[src/rtl/zpu_sd_block_sequencer.sv]
// Sector transfer sequencer between the ZPU register interface and the HPS SD block port.
// Owns sector-buffer port B, latches the LBA, and runs the SD_RD/SD_WR handshake with an ACK timeout.
module zpu_sd_block_sequencer #(
    parameter logic [23:0] ACK_TIMEOUT = 24'hFFFFFF,
    parameter int          ADDR_W      = 9
) (
    input  logic              CLK,
    input  logic              RESET_N,
    input  logic              ZPU_DATA_WR,
    input  logic              ZPU_DATA_RD,
    input  logic              ZPU_IO_WR,
    input  logic              ZPU_LBA_SEL,
    input  logic              ZPU_BLK_RD,
    input  logic              ZPU_BLK_WR,
    input  logic [31:0]       ZPU_WDATA,
    output logic [31:0]       ZPU_RDATA,
    output logic [7:0]        ZPU_STATUS,
    output logic [ADDR_W-1:0] BUF_ADDR,
    output logic [7:0]        BUF_DIN,
    output logic              BUF_WE,
    input  logic [7:0]        BUF_Q,
    output logic [31:0]       SD_LBA,
    output logic              SD_RD,
    output logic              SD_WR,
    input  logic              SD_ACK,
    input  logic              IMG_MOUNTED,
    input  logic [31:0]       IMG_SIZE,
    input  logic [7:0]        IMG_INDEX,
    output logic              BUSY,
    output logic              ERROR
);

    localparam logic [1:0] S_IDLE = 2'd0;
    localparam logic [1:0] S_REQ  = 2'd1;
    localparam logic [1:0] S_XFER = 2'd2;

    logic [1:0]  state;
    logic [23:0] ack_cnt;
    logic        data_wr_q, data_rd_q, blk_rd_q, blk_wr_q, mounted_q, ack_q;
    logic        io_done, mount_toggle, readonly;
    logic [2:0]  fileno;
    logic [1:0]  filetype;
    logic [31:0] filesize;

    logic data_wr_rise, data_rd_fall, blk_rd_rise, blk_wr_rise, mount_rise, ack_fall;

    assign data_wr_rise = ZPU_DATA_WR & ~data_wr_q;
    assign data_rd_fall = ~ZPU_DATA_RD & data_rd_q;
    assign blk_rd_rise  = ZPU_BLK_RD & ~blk_rd_q;
    assign blk_wr_rise  = ZPU_BLK_WR & ~blk_wr_q;
    assign mount_rise   = IMG_MOUNTED & ~mounted_q;
    assign ack_fall     = ~SD_ACK & ack_q;

    assign BUSY       = (state != S_IDLE);
    assign ZPU_RDATA  = ZPU_LBA_SEL ? filesize : {24'b0, BUF_Q};
    assign ZPU_STATUS = {readonly, filetype, fileno, mount_toggle, io_done};

    // Edge-detect copies track the inputs during reset so a level held across reset is not an edge.
    always_ff @(posedge CLK) begin
        if (!RESET_N) begin
            data_wr_q <= ZPU_DATA_WR;
            data_rd_q <= ZPU_DATA_RD;
            blk_rd_q  <= ZPU_BLK_RD;
            blk_wr_q  <= ZPU_BLK_WR;
            mounted_q <= IMG_MOUNTED;
            ack_q     <= SD_ACK;
        end else begin
            data_wr_q <= ZPU_DATA_WR;
            data_rd_q <= ZPU_DATA_RD;
            blk_rd_q  <= ZPU_BLK_RD;
            blk_wr_q  <= ZPU_BLK_WR;
            mounted_q <= IMG_MOUNTED;
            ack_q     <= SD_ACK;
        end
    end

    // Buffer port B: byte writes only while idle; address steps after a write or a consumed read.
    always_ff @(posedge CLK) begin
        if (!RESET_N) begin
            BUF_ADDR <= '0;
            BUF_DIN  <= 8'd0;
            BUF_WE   <= 1'b0;
            SD_LBA   <= 32'd0;
        end else begin
            BUF_WE <= 1'b0;
            if (data_wr_rise) begin
                if (ZPU_LBA_SEL) begin
                    SD_LBA <= ZPU_WDATA;
                end else if (state == S_IDLE) begin
                    BUF_DIN <= ZPU_WDATA[7:0];
                    BUF_WE  <= 1'b1;
                end
            end
            if (ZPU_IO_WR)
                BUF_ADDR <= '0;
            else if (BUF_WE || data_rd_fall)
                BUF_ADDR <= BUF_ADDR + 1'b1;
        end
    end

    always_ff @(posedge CLK) begin
        if (!RESET_N) begin
            state        <= S_IDLE;
            ack_cnt      <= 24'd0;
            SD_RD        <= 1'b0;
            SD_WR        <= 1'b0;
            ERROR        <= 1'b0;
            io_done      <= 1'b1;
            mount_toggle <= |IMG_SIZE;
            fileno       <= 3'd0;
            filetype     <= 2'd0;
            readonly     <= 1'b0;
            filesize     <= 32'd0;
        end else begin
            case (state)
                S_IDLE: begin
                    if (blk_rd_rise || blk_wr_rise) begin
                        SD_RD   <= blk_rd_rise;
                        SD_WR   <= ~blk_rd_rise;
                        io_done <= 1'b0;
                        ERROR   <= 1'b0;
                        ack_cnt <= 24'd0;
                        state   <= S_REQ;
                    end
                end
                S_REQ: begin
                    if (SD_ACK) begin
                        SD_RD <= 1'b0;
                        SD_WR <= 1'b0;
                        state <= S_XFER;
                    end else if (ack_cnt + 24'd1 == ACK_TIMEOUT) begin
                        SD_RD   <= 1'b0;
                        SD_WR   <= 1'b0;
                        io_done <= 1'b1;
                        ERROR   <= 1'b1;
                        state   <= S_IDLE;
                    end else begin
                        ack_cnt <= ack_cnt + 24'd1;
                    end
                end
                S_XFER: begin
                    if (ack_fall) begin
                        io_done <= 1'b1;
                        state   <= S_IDLE;
                    end
                end
                default: state <= S_IDLE;
            endcase
            if (mount_rise) begin
                mount_toggle <= ~mount_toggle;
                fileno       <= 3'd0;
                filetype     <= IMG_INDEX[7:6];
                readonly     <= 1'b1;
                filesize     <= IMG_SIZE;
            end
        end
    end

endmodule

[config.mk]
export PLATFORM = sky130hd
export DESIGN_NAME = zpu_sd_block_sequencer
export DESIGN_NICKNAME = d
export VERILOG_FILES = /design/src/rtl/zpu_sd_block_sequencer.sv
export SDC_FILE = /design/constraint.sdc
export NUM_CORES = 1
export LEC_CHECK = 0
export CORE_ASPECT_RATIO = 0.7
export CORE_MARGIN = 4
export CORE_UTILIZATION = 49
export DETAILED_ROUTE_END_ITERATION = 6
export GPL_TIMING_DRIVEN = 0
export PLACE_DENSITY = 0.85
export RECOVER_POWER = 100
export SYNTH_ARGS = -nofsm -noshare
export SYNTH_HDL_FRONTEND = slang
export SYNTH_SLANG_ARGS = --single-unit
[constraint.sdc]
create_clock -name CLK -period 7.3 [get_ports CLK]
set_input_delay 1.825 -clock CLK [delete_from_list [all_inputs] [get_ports CLK]]
set_output_delay 1.825 -clock CLK [all_outputs]
set_load 0.02 [all_outputs]
Yosys cells after proc, flatten, opt, wreduce, memory -nomap -nowiden
Index checks and enable logic that the tools add are counted.

Output and inout bits: 94. Bits of input ports: 90. Register bits: 122.

Bitwise gates (word level): 17. $add $sub $neg: 2. Reduce and logical (&&, ||, !) cells: 16. Equal/unequal tests: 10. Muxes and demuxes: 25.

Operators by type and width (count): two-way mux 24 bit (3); one-hot mux 24 bit (2 select lines) (1); two-way mux 32 bit (1); OR reduction 32 bit (1); adder 24 x 1 -> 24 bit, second input constant (1); equality test 24 bit, second input constant (1); two-way mux 1 bit (11); NOT 1 bit (11); adder 9 x 1 -> 9 bit, second input constant (1); AND reduction 3 bit (3); two-way mux 2 bit (4); != test 2 bit, second input constant (4); AND reduction 4 bit (2); bitwise AND 1 bit (6); one-hot mux 1 bit (2 select lines) (3); one-hot mux 2 bit (3 select lines) (1); AND reduction 5 bit (1); != test 2 x 1 -> 1 bit, second input constant (2); nonzero test 2 bit (2); != test 3 bit, second input constant (1); one-hot mux 1 bit (3 select lines) (1); nonzero test 3 bit (1); OR reduction 3 bit (1); equality test 2 x 1 -> 1 bit, second input constant (1); other kinds (5) (6).

Longest topological paths before layout
Gate-level depths: netlist of the first run.

Depth after elaboration: 5. Depth in mapped cells: 11.

Worst setup path before layout of the first run
Ideal clock, no wire load.

Path type: input-to-output. Start: input port ZPU_LBA_SEL. End: output port ZPU_RDATA[2]. Path slack: 2708 ps. Data arrival time: 2767 ps. Cell stages on the path: 3. Path through: clkbuf_1 clkbuf_1 mux2_2.

Cells in the longest elaborated chain, start to end: 1.

Ends and longest elaborated chain: start: declaration (line 12) `input logic ZPU_LBA_SEL,`; two-way mux 32 bit (line 55) `assign ZPU_RDATA = ZPU_LBA_SEL ? filesize : {24'b0, BUF_Q};`; end: declaration (line 16) `output logic [31:0] ZPU_RDATA,`.

No other way between the ends.

Worst setup path in the final report of the first run
Ends and elaborated chain as after synthesis.

==> results.txt, run 1 <==
Vias - 5,640
Worst Hold Class - reg2reg
Synth Cell Area - 5440 um^2
CORE AREA - 10,600 um^2
share of cells above drive strength 1 - 6.18%
Yosys cell types - 60
final setup vio count - 0
Synth area leaders - dfxtp_1, nand2_1, a21oi_1, and2_1, clkbuf_1
DRC errors left - 0
Post-synth EDFFs - 1
Starting Density - 51.3%
largest net degree at the start of global routing - 17
dominant cell type by area after synthesis - dfxtp_1
Crit-path slowest cell - dlygate4sd3_1
first-pass GRT wire length - 27,700 um
placed cells - 990
H-tree depth - 4
I/O pin count - 184
vias per cell - 5.51
Mean Syn Cell Area - 8.15 um^2
Clk pin slew, worst setup/hold paths - 0.06 ns
Final Cycle Share - 75.9%
DR pass1 iterations - 5
Switching Share - 26.0%
CTS buffer count - 17
cell-internal power - 1.36 mW
Slew Limit Headroom - 46.5%
Nets - 958
cts hold-fix bufs - 0
Req. time, crit path - 5.48 ns
Fillers - 754
drt total wl - 17,600 um
FF/Latch Area - 2450 um^2
Clock Tree Buf Depth - 2
Peak VDD IR - 171 uV
placed inst area - 7360 um^2
post-synthesis instance total - 667
outcome - finished, final reports clean
Lkg Pwr - 3.20 nW
register bit total from synthesis - 122
Post-Place Setup Slack - 1.93 ns
Worst R2R Setup Slack - 3.24 ns
critical-path cell list - clkbuf_1 > clkbuf_1 > mux2_2 > dlygate4sd3_1
sequential share of the synthesized area - 45.1%
area grow syn2layout - 46.3%
RSZ-0062 raised after global routing - false
First DRT Iteration DRCs - 340
most frequent CP cell - clkbuf_1
final hold viol count - 0
CTS root buf - clkbuf_16
max cap viols - 0
Synth top area share - 44.6%
CP arrival - 3.72 ns
GRT Util Overall - 26.9%
max incr delay on CP - 0.66 ns
non-filler cells, final - 1,023
Die H - 96.1 um
clk_skew - 0.00897 ns
CP endpoint kind - primary output
Psw - 0.480 mW
final slew viol count - 0
Clock power frac - 46.5%
area taken by multi-input logic gates - 2740 um^2
Power Dens Cells - 232 nW/um^2
Main synth FF type - dfxtp_1
DR WL/cell - 17.2 um
Yosys Warn Count - 0
design area - 7950 um^2
Flop pwr share - 38.7%
worst r2r src - ack_cnt[1]
vias in the first global route - 5,764
Post-CTS Setup Bufs - 0
die area - 12,900 um^2
PostCTS Resize Cnt - 0
worst setup margin - 1.76 ns
Die X - 134 um
crit path from - ZPU_LBA_SEL
measured slew at the worst slew-check pin - 0.794 ns
critical path type - in2out
worst skew pair latency - 0.41 ns
Post-DP HPWL - 12,700 um
CTS tree - built
worst-path fanout max - 10
Combinational Power Share - 14.8%
antenna violations before repair - 1
crit start category - primary input
GR Overflow Total - 0
Setup TNS - 0 ns
Port-buffer cells - 173
Clock Sinks - 122
min cycle time layout - 5.54 ns
maximum clock frequency - 0.180 GHz
num rows - 31
asr flop ratio synth - 0%
min-delay src - SD_LBA[23]
routability-driven placement congestion ratio - 0.884
ANT nets after route - 0
-- worst max-delay path: cells and delay by family --
| kind | cells | cell delay [ns] |
|---|---|---|
| multiplexers | 1 | 0.40 |
| buffers and inverters | 3 | 1.49 |
-- layer usage --
| metal | up-vias | global-route usage [%] | share of wire (%) |
|---|---|---|---|
| li1 | 2690 | - | - |
| met1 | 2638 | 30.3 | 39 |
| met2 | 278 | 47.0 | 49 |
| met3 | 34 | 11.0 | 10 |
| met4 | 0 | 9.08 | 2.0 |
| met5 | - | 0 | 0 |
-- cell type report --
class	instances	share of cell area, %
repair buffers	173	21.8
clock buffers	21	5.79
plain buffers	44	2.44
flip-flops and latches	122	30.8
well taps	148	2.33
clock inverters	11	1.81
inverters	10	0.472
multi-input cells	493	34.5
diodes	1	0.0315
-- cells by family after synthesis --
group | share of synthesized area (%)
adders and majority gates | 1.61
xor gates and xnor gates | 1.93
DFF | 45.1
buffers and inverters | 4.30
AOI/OAI and AO/OA | 15.5
muxes | 3.50
other | 0.0690
and+or+nand+nor | 28.0
-- layout by cell type (no fill, tap or decap), types with 11 or more instances in the layout --
| cell | count |
|---|---|
| nor4_1 | 15 |
| nor3_1 | 11 |
| and2_1 | 27 |
| a21oi_1 | 82 |
| clkbuf_1 | 36 |
| dfxtp_1 | 121 |
| nor2_1 | 32 |
| clkbuf_16 | 17 |
| dlygate4sd3_1 | 98 |
| nand2_1 | 163 |
| o21ai_0 | 14 |
| clkdlybuf4s50_1 | 75 |
-- stage by stage --
step | total power [mW] | hold slack [ns] | utilization, %
CTS | 1.86 | 0.451 | 75.2
detailed placement | 1.01 | 0.444 | 69.5
global route | 1.90 | 0.476 | 75.1
global placement | 0.999 | 0.439 | 69.5
finish | 1.84 | 0.452 | 75.1
floorplan | 0.870 | 0.432 | -
-- cell usage after synthesis (7+ instances only) --
master    instances
a21o_1            7
a21oi_1          82
and2_1           27
and3_1            8
buf_4             7
clkbuf_1         31
dfxtp_1         121
ha_1              7
inv_1            10
mux2_2            8
mux2i_1          10
nand2_1         163
nand3_1          10
nand4_1          10
nor2_1           31
nor3_1           11
nor4_1           15
o21ai_0          11
or3_1             7
xor2_1            7
-- state kept, by name, indices dropped and copies added, names as in the netlist, 2 cells and up --
signal    cells
filesize     32
BUF_DIN       8
ack_cnt      24
BUF_ADDR      9
SD_LBA       32
filetype      2
state         2
-- final timing paths --
kind                       end  depth (start not counted)
hold / removal      SD_LBA[23]                          2
hold reg to reg     SD_LBA[23]                          2
setup reg to reg   ack_cnt[11]                         10
setup / recovery  ZPU_RDATA[2]                          4
-- power groups by stage --
stage	Sequential, mW	Clock, mW	Combinational (mW)
floorplan	0.735	0	0.135
global placement	0.725	0	0.275
detailed placement	0.727	0	0.281
CTS	0.713	0.863	0.285
global route	0.716	0.893	0.295
finish	0.713	0.857	0.273
No activity file was read; power rests on OpenSTA's default activity.
==> run 2, diff against run 1 <==
--- a/config.mk
+++ b/config.mk
@@ -7,10 +7,10 @@
 export LEC_CHECK = 0
 export CORE_ASPECT_RATIO = 0.7
 export CORE_MARGIN = 4
-export CORE_UTILIZATION = 49
+export CORE_UTILIZATION = 41
 export DETAILED_ROUTE_END_ITERATION = 6
 export GPL_TIMING_DRIVEN = 0
-export PLACE_DENSITY = 0.85
+export PLACE_DENSITY = 0.76
 export RECOVER_POWER = 100
 export SYNTH_ARGS = -nofsm -noshare
 export SYNTH_HDL_FRONTEND = slang
==> constraint.sdc (replaced) <==
create_clock -name CLK -period 4.7 [get_ports CLK]
set_input_delay 1.175 -clock CLK [delete_from_list [all_inputs] [get_ports CLK]]
set_output_delay 1.175 -clock CLK [all_outputs]
set_load 0.02 [all_outputs]
==> results.txt, run 2 (synthesis results as in run 1) <==
Crit-path slowest cell - dlygate4sd3_1
Post-CTS Setup Bufs - 0
critical-path cell list - clkbuf_1 > clkbuf_1 > mux2_2 > dlygate4sd3_1
RSZ-0062 raised after global routing - false
max cap viols - 0
DR pass1 iterations - 5
first-pass GRT wire length - 25,700 um
First DRT Iteration DRCs - 254
worst skew pair latency - 0.41 ns
final setup vio count - 0
DRC errors left - 0
critical path type - in2out
measured slew at the worst slew-check pin - 0.805 ns
crit start category - primary input
CORE AREA - 12,700 um^2
H-tree depth - 4
met3 routed WL - 1550 um
GRT Util Overall - 20.8%
maximum clock frequency - 0.238 GHz
final slew viol count - 0
Setup TNS - 0 ns
Lkg Pwr - 3.19 nW
routability-driven placement congestion ratio - 0.875
antenna violations before repair - 2
num rows - 34
outcome - finished, final reports clean
biggest regs - SD_LBA x32, filesize x32, ack_cnt x24
final hold viol count - 0
PostCTS Resize Cnt - 0
Post-DP HPWL - 11,900 um
fin util - 62.8%
min cycle time layout - 4.20 ns
DR WL/cell - 15.5 um
max incr delay on CP - 0.65 ns
CTS root buf - clkbuf_16
Worst Hold Class - reg2reg
ANT nets after route - 0
Starting Density - 42.9%
most frequent cells in the layout - nand2_1, dfxtp_1, dlygate4sd3_1
CP endpoint kind - primary output
commonest non-fill, non-tap cell in the layout - nand2_1
Port-buffer cells - 173
Buf+Inv Stages, Crit Path - 3
Nets - 958
Power Dens Cells - 351 nW/um^2
largest net degree at the start of global routing - 17
Final Cycle Share - 89.4%
cts hold-fix bufs - 0
Clk pin slew, worst setup/hold paths - 0.06 ns
vias in the first global route - 4,936
wire length on met2 - 6970 um
met1 WL - 7380 um
area grow syn2layout - 46.4%
Die X - 146 um
CP arrival - 3.03 ns
most frequent CP cell - clkbuf_1
Clock Sinks - 122
Clock Tree Buf Depth - 2
share of cells above drive strength 1 - 6.52%
Slew Limit Headroom - 46.3%
drt total wl - 16,100 um
die area - 15,200 um^2
Peak VDD IR - 238 uV
Die H - 104 um
CTS buffer count - 17
I/O pin count - 184
Top delay family on crit path - buffers and inverters
worst-path fanout max - 10
top sig layer - met4
clk_skew - 0.00437 ns
GR Overflow Total - 0
CTS tree - built
Req. time, crit path - 3.52 ns
Vias - 5,382
vias per cell - 5.18
==> run 2: final cells by class <==
cell class	instances	area [um^2]
diodes	2	5.00
plain buffers	44	194
clock buffers	19	464
clock inverters	13	118
fillers	1079	4720
inverters	10	37.5
multi-input cells	493	2750
flip-flops and latches	122	2450
well taps	162	203
repair buffers	173	1730
==> run 2: final timing paths <==
check	startpoint	to	slack, ns	cells past startpoint
max	ZPU_LBA_SEL	ZPU_RDATA[3]	0.50	4
min	filetype[1]	filetype[1]	0.45	2
max reg2reg	ack_cnt[1]	ack_cnt[12]	0.67	10
min reg2reg	filetype[1]	filetype[1]	0.45	2
==> run 2: worst min-delay path: stages (launching register included) <==
cell and delay, ns:
dfxtp_1 0.30, nand2_1 0.05, a21oi_1 0.05
==> run 2: routing by layer <==
metal / global-route usage (%) / vias up
met1: 27.9 / 2449
li1: - / 2708
met5: 0 / -
met3: 7.93 / 26
met4: 6.30 / 0
met2: 31.3 / 199
==> run 2: per-stage QoR <==
step                      hold slack (ns)  instances  total power [mW]  setup WS (ns)  instance area (um^2)
final                               0.449       1038              2.79          0.499                  7960
after global routing                0.464       1038              2.90          0.393                  7960
after CTS                           0.451       1036              2.83          0.590                  7960
after detailed placement            0.443       1004              1.56          0.595                  7380
after global placement              0.437       1004              1.56          0.567                  7380
after floorplan                     0.432        669              1.35           1.41                  5440
==> run 2: power breakdown <==
group          internal (mW)  switching (mW)
registers               1.08          0.0259
clock network          0.774           0.485
logic                  0.182           0.244
total                   2.03           0.755
